$ cat src/rtl/pipe_share_arbiter.sv
// Round-robin front end for one shared fixed-latency element unit.
// Each issued operation carries its requester tag down a shift pipeline, so the result returns to its issuer.
module pipe_share_arbiter #(
   parameter int element_width = 64,
   parameter int NUM_REQ       = 4,
   parameter int LATENCY       = 4,
   parameter int ID_W          = 2
) (
   input  logic                             clk,
   input  logic                             rst,
   input  logic [NUM_REQ-1:0]               req,
   input  logic [NUM_REQ*element_width-1:0] op_a,
   input  logic [NUM_REQ*element_width-1:0] op_b,
   input  logic                             hold,
   output logic [NUM_REQ-1:0]               grant,
   output logic                             unit_valid,
   output logic [element_width-1:0]         unit_a,
   output logic [element_width-1:0]         unit_b,
   input  logic [element_width-1:0]         unit_result,
   output logic [NUM_REQ-1:0]               rsp_valid,
   output logic [element_width-1:0]         rsp_data,
   output logic [3:0]                       in_flight,
   output logic                             idle
);

   // Returns {found, index} of the first set request, scanning upward from ptr with wrap.
   function automatic logic [ID_W:0] rr_pick(input logic [NUM_REQ-1:0] rq,
                                             input logic [ID_W-1:0]    ptr);
      logic            found;
      logic [ID_W-1:0] idx;
      logic [ID_W-1:0] cand;
      found = 1'b0;
      idx   = '0;
      for (int k = 0; k < NUM_REQ; k++) begin
         cand = ID_W'((int'(ptr) + k) % NUM_REQ);
         if (!found && rq[cand]) begin
            found = 1'b1;
            idx   = cand;
         end else begin
            found = found;
         end
      end
      return {found, idx};
   endfunction

   logic [ID_W-1:0]          r_ptr;
   logic                     r_unit_valid;
   logic [element_width-1:0] r_unit_a;
   logic [element_width-1:0] r_unit_b;
   logic [LATENCY:0]         r_tag_v;
   logic [ID_W-1:0]          r_tag_id [0:LATENCY];
   logic [3:0]               r_in_flight;

   logic [ID_W:0]            w_pick;
   logic                     w_issue;
   logic [ID_W-1:0]          w_idx;
   logic [ID_W-1:0]          w_ptr_next;
   logic [NUM_REQ-1:0]       w_grant;
   logic                     w_retire;
   logic [NUM_REQ-1:0]       w_rsp_valid;

   // Arbitration: grant is suppressed while held or in reset.
   always_comb begin
      w_pick  = rr_pick(req, r_ptr);
      w_idx   = w_pick[ID_W-1:0];
      w_issue = w_pick[ID_W] & ~hold & ~rst;
      if (w_issue) begin
         w_grant = NUM_REQ'(1) << w_idx;
      end else begin
         w_grant = '0;
      end
      if (int'(w_idx) == NUM_REQ - 1) begin
         w_ptr_next = '0;
      end else begin
         w_ptr_next = w_idx + ID_W'(1);
      end
   end

   // Round-robin pointer advances past the most recent winner.
   always_ff @(posedge clk or posedge rst) begin
      if (rst) begin
         r_ptr <= '0;
      end else if (w_issue) begin
         r_ptr <= w_ptr_next;
      end else begin
         r_ptr <= r_ptr;
      end
   end

   // Operand registers feeding the shared unit; operands hold when idle to avoid needless toggling.
   always_ff @(posedge clk or posedge rst) begin
      if (rst) begin
         r_unit_valid <= 1'b0;
         r_unit_a     <= '0;
         r_unit_b     <= '0;
      end else if (w_issue) begin
         r_unit_valid <= 1'b1;
         r_unit_a     <= op_a[w_idx*element_width +: element_width];
         r_unit_b     <= op_b[w_idx*element_width +: element_width];
      end else begin
         r_unit_valid <= 1'b0;
         r_unit_a     <= r_unit_a;
         r_unit_b     <= r_unit_b;
      end
   end

   // Tag pipeline: stage 0 is loaded with the issue, the tail lines up with unit_result.
   always_ff @(posedge clk or posedge rst) begin
      if (rst) begin
         r_tag_v <= '0;
         for (int k = 0; k <= LATENCY; k++) begin
            r_tag_id[k] <= '0;
         end
      end else begin
         r_tag_v     <= {r_tag_v[LATENCY-1:0], w_issue};
         r_tag_id[0] <= w_idx;
         for (int k = 1; k <= LATENCY; k++) begin
            r_tag_id[k] <= r_tag_id[k-1];
         end
      end
   end

   // Result strobe decode of the tail tag.
   always_comb begin
      w_retire = r_tag_v[LATENCY];
      if (w_retire) begin
         w_rsp_valid = NUM_REQ'(1) << r_tag_id[LATENCY];
      end else begin
         w_rsp_valid = '0;
      end
   end

   // Outstanding-operation counter; simultaneous issue and retire cancel out.
   always_ff @(posedge clk or posedge rst) begin
      if (rst) begin
         r_in_flight <= 4'd0;
      end else begin
         case ({w_issue, w_retire})
            2'b10: begin
               if (r_in_flight != 4'hF) begin
                  r_in_flight <= r_in_flight + 4'd1;
               end else begin
                  r_in_flight <= r_in_flight;
               end
            end
            2'b01: begin
               if (r_in_flight != 4'd0) begin
                  r_in_flight <= r_in_flight - 4'd1;
               end else begin
                  r_in_flight <= r_in_flight;
               end
            end
            default: r_in_flight <= r_in_flight;
         endcase
      end
   end

   assign grant      = w_grant;
   assign unit_valid = r_unit_valid;
   assign unit_a     = r_unit_a;
   assign unit_b     = r_unit_b;
   assign rsp_valid  = w_rsp_valid;
   assign rsp_data   = unit_result;
   assign in_flight  = r_in_flight;
   assign idle       = (r_in_flight == 4'd0);

   pipe_share_arbiter_chk #(
      .NUM_REQ (NUM_REQ),
      .LATENCY (LATENCY)
   ) u_chk (
      .clk       (clk),
      .rst       (rst),
      .hold      (hold),
      .grant     (w_grant),
      .rsp_valid (w_rsp_valid),
      .in_flight (r_in_flight)
   );

endmodule

// Property checks on grant/response encoding and the outstanding-count bound.
module pipe_share_arbiter_chk #(
   parameter int NUM_REQ = 4,
   parameter int LATENCY = 4
) (
   input logic               clk,
   input logic               rst,
   input logic               hold,
   input logic [NUM_REQ-1:0] grant,
   input logic [NUM_REQ-1:0] rsp_valid,
   input logic [3:0]         in_flight
);

   a_grant_onehot: assert property (@(posedge clk) disable iff (rst) $onehot0(grant));
   a_rsp_onehot:   assert property (@(posedge clk) disable iff (rst) $onehot0(rsp_valid));
   a_hold_quiet:   assert property (@(posedge clk) disable iff (rst) hold |-> (grant == '0));
   a_flight_max:   assert property (@(posedge clk) disable iff (rst) in_flight <= 4'(LATENCY + 1));

endmodule

$ cat config.mk
export PLATFORM = sky130hd
export DESIGN_NAME = pipe_share_arbiter
export DESIGN_NICKNAME = d
export VERILOG_FILES = /design/src/rtl/pipe_share_arbiter.sv
export SDC_FILE = /design/constraint.sdc
export NUM_CORES = 1
export LEC_CHECK = 0
export CAP_MARGIN = 20
export CORE_AREA = 3 3 308 310
export CTS_CLUSTER_SIZE = 28
export DETAILED_ROUTE_END_ITERATION = 16
export DIE_AREA = 0 0 311 313
export GPL_TIMING_DRIVEN = 0
export PLACE_DENSITY_LB_ADDON = 0.12
export SETUP_SLACK_MARGIN = 0.3
export SKIP_LAST_GASP = 1
export SLEW_MARGIN = 10
export SYNTH_ARGS = -nofsm -noshare
export SYNTH_HDL_FRONTEND = slang
export SYNTH_SLANG_ARGS = --single-unit
$ cat constraint.sdc
create_clock -name clk -period 6.5 [get_ports clk]
set_input_delay 1.3 -clock clk [delete_from_list [all_inputs] [get_ports clk]]
set_output_delay 1.3 -clock clk [all_outputs]
set_load 0.02 [all_outputs]
==> impl_results.md <==
- Status: finished clean
- Min Tclk post-route: 5780 ps
- Mapped cell area: roughly 9800 µm²
- Delay-heaviest family, CP: buffers and inverters
- Vias per cell: 3.70
- CORE AREA: 91,900 µm²
- Rel. slew slack: ~30%
- Grt ovf: 0
- WS Path Type: primary input to primary output
- Measured slew at the worst slew-check pin: around 1100 ps
- Worst vdd ir: roughly 0.20 mV
- Post-Syn Instances: 1,270
- Most frequent cells in the layout: clkdlybuf4s50_1 (724), nand2_1 (519), a21oi_1 (159)
- Register Area: 3730 µm²
- Sequential cell area fraction in the yosys report: 37.9%
- Critical Path Fanout Max: 12
- Worst path bufs/invs: 5
- EDFF count, synth: 0
- CP Launch Type: primary input
- # IOs: 789
- Syn_nets: between 1,500 and 2,000
- Switching share of power: between 40% and 50%
- Via count: roughly 12,000
- Total power draw: 6080 µW
- Setup repair after global routing missed its margin: no
- Max Cap Viol: 0
- Main synth FF type: dfrtp_1
- Crit. End Element: primary output
- Vias in the first global route: roughly 13,000
- WL final: between 60,000 and 70,000 µm
- Clk pwr share: 17.7%
- Flop pwr share: 25.6%
- Clock Path Buffers: 2
- DRC viols: 0
- Post-CTS Hold Buffers: 0
- TritonCTS buffer count: 17
- Die Y: about 310 µm
- Worst-path cell chain: clkdlybuf4s50_1, a21boi_0, o221ai_2, inv_2, buf_2, buf_2, ha_1, and2_1, clkdlybuf4s50_1
- Htree depth: 4
- Layout cells sized above 1: 11.8%
- First-pass GRT wire length: ~98,000 µm
- Placed insts: between 3,000 and 4,000
- Fillers: 10,300
- Total GRT Usage: 13.9%
- Clock tree sinks: 149
- Die area: 97,300 µm²
- CP max stage cell: clkdlybuf4s50_1
- DR WL/cell: 21.3 µm
- HP Class: flop to flop
- Final Non-Filler Cells: 3,276
- Drt initial violations: 527
- Cell Area, Placed: ~19,000 µm²
- Port Buf Inserts: slightly above 700
- Req. time, crit path: about 5200 ps
- Synthesis Warnings: 0
- Design area: 19,300 µm²
- Final nets: 2,607
- Clk root buf: clkbuf_16
- Starting Density: 10.7%
- Largest net degree at the start of global routing: 81
- Switching power: 2710 µW
- Detail Route Antenna Nets: 0
- Int Pwr: 3370 µW
- Die W: a little over 300 µm
- CTS tree: yes
- Worst Path Arrival: 4480 ps
- Combinational share of power: between 50% and 60%
- Critical path's largest stage delay: 650 ps
- Post-synthesis register bit count: 149
- Mapped Avg Cell Area: 7.75 µm²
- Most common cell after layout, fill and taps aside: clkdlybuf4s50_1
- Synth cell types: 36
- Crit share post-route: 88.9%
- GPL Wtd Cong: about 0.85
- Cell Rows: around 110
- Layout area overhead: 96.0%
- Setup clock skew after layout: 14.0 ps
- Final Max Tran Viols: 0
- DP Worst Slack: 240 ps
- Final setup viols: 0
- Number of antenna violations at the first check in global routing: 12
- DP HPWL: roughly 56,000 µm
- Final hold violation count: 0
- Combined area of the multi-input logic cells: 5090 µm²
- Fmax: 0.173 GHz
- Leak: 0.00822 µW
- Worst skew pair latency: ~480 ps
- TritonRoute pass-1 iters: 5
- Fin worst setup slack: 719 ps
- Worst-path clk slew: about 70 ps
- Asr flop ratio synth: 100%
- Post-layout util: 21.0%
- Power Density: about 320 nW/µm²
[routing by layer]
layer	GRT usage [%]	vias up	part of all wire, %
met3	4.15	48	6.6
met5	0	-	0.059
met4	2.98	6	1.4
met2	25.5	505	52
li1	-	5718	-
met1	15.8	5840	40
[registers in the layout, indices dropped and copies added (netlist names)]
signal,count
in_flight,4
r_tag_id,10
unit_a,64
unit_b,64
r_ptr,2
r_tag_v,5
[per-stage QoR]
stage                     hold slack (ps)  setup TNS [ps]
after floorplan                       331               0
after global placement                332         -406650
after detailed placement              335               0
after CTS                             348               0
after global routing                  345               0
final                                 347               0
[synthesized netlist by cell type, drive strengths merged, types with 2 or more instances]
library cell,number,area (µm²)
o21ai,5,25.0
xor2,2,17.5
or3,3,23.8
a21oi,259,1670
buf,105,767
and2,4,25.0
nor2,2,7.51
clkbuf,58,218
nor4,2,12.5
dfrtp,149,3730
ha,8,100
inv,10,37.5
nand2,519,1950
xnor2,2,17.5
a211o,128,1120
[power groups by stage]
stage / combinational, µW / clock, µW / sequential [µW]
finish: 3450 / 1070 / 1550
floorplan: 1210 / 0 / 1980
CTS: 3550 / 1150 / 1560
global route: 3720 / 1170 / 1610
detailed placement: 3540 / 0 / 1570
global placement: 3550 / 0 / 1560
[worst paths after layout]
kind | start | endpoint | cells after the start | slack [ps]
setup reg to reg | r_ptr[1] | unit_a[15] | 7 | 3250
max in group asynchronous | rst | unit_b[52] | 3 | 4280
hold reg to reg | r_tag_id[7] | r_tag_id[5] | 0 | 350
min in group asynchronous | rst | unit_a[57] | 2 | 1300
hold / removal | r_tag_id[7] | r_tag_id[5] | 0 | 350
setup / recovery | req[1] | grant[3] | 9 | 720
[timing repair]
action,CTS,global route
hold endpoints to repair,0,0
setup buffers,0,0
resized for setup,1,0
setup endpoints to repair,1,0
[logic make-up (layout without fill, tap and decap cells)]
family / after synthesis / count (layout) / share of synthesized area (%)
simple gates: 538 / 538 / 21.0
xor+xnor: 4 / 4 / 0.356
buf+inv: 173 / 931 / 10.4
other cells: 0 / 5 / 0
flops: 149 / 149 / 37.9
fa+ha+maj: 9 / 9 / 1.22
mux: 1 / 1 / 0.102
compound gates: 396 / 396 / 29.0
[area by class of cell]
cell class	instances	share of cell area [%]
plain buffers	163	5.11
multi-input cells	948	26.4
clock inverters	13	0.785
flip-flops and latches	149	19.3
well taps	1243	8.06
diodes	5	0.0649
inverters	10	0.234
clock buffers	19	2.24
repair buffers	726	37.8
No activity file was read; power rests on OpenSTA's default activity.
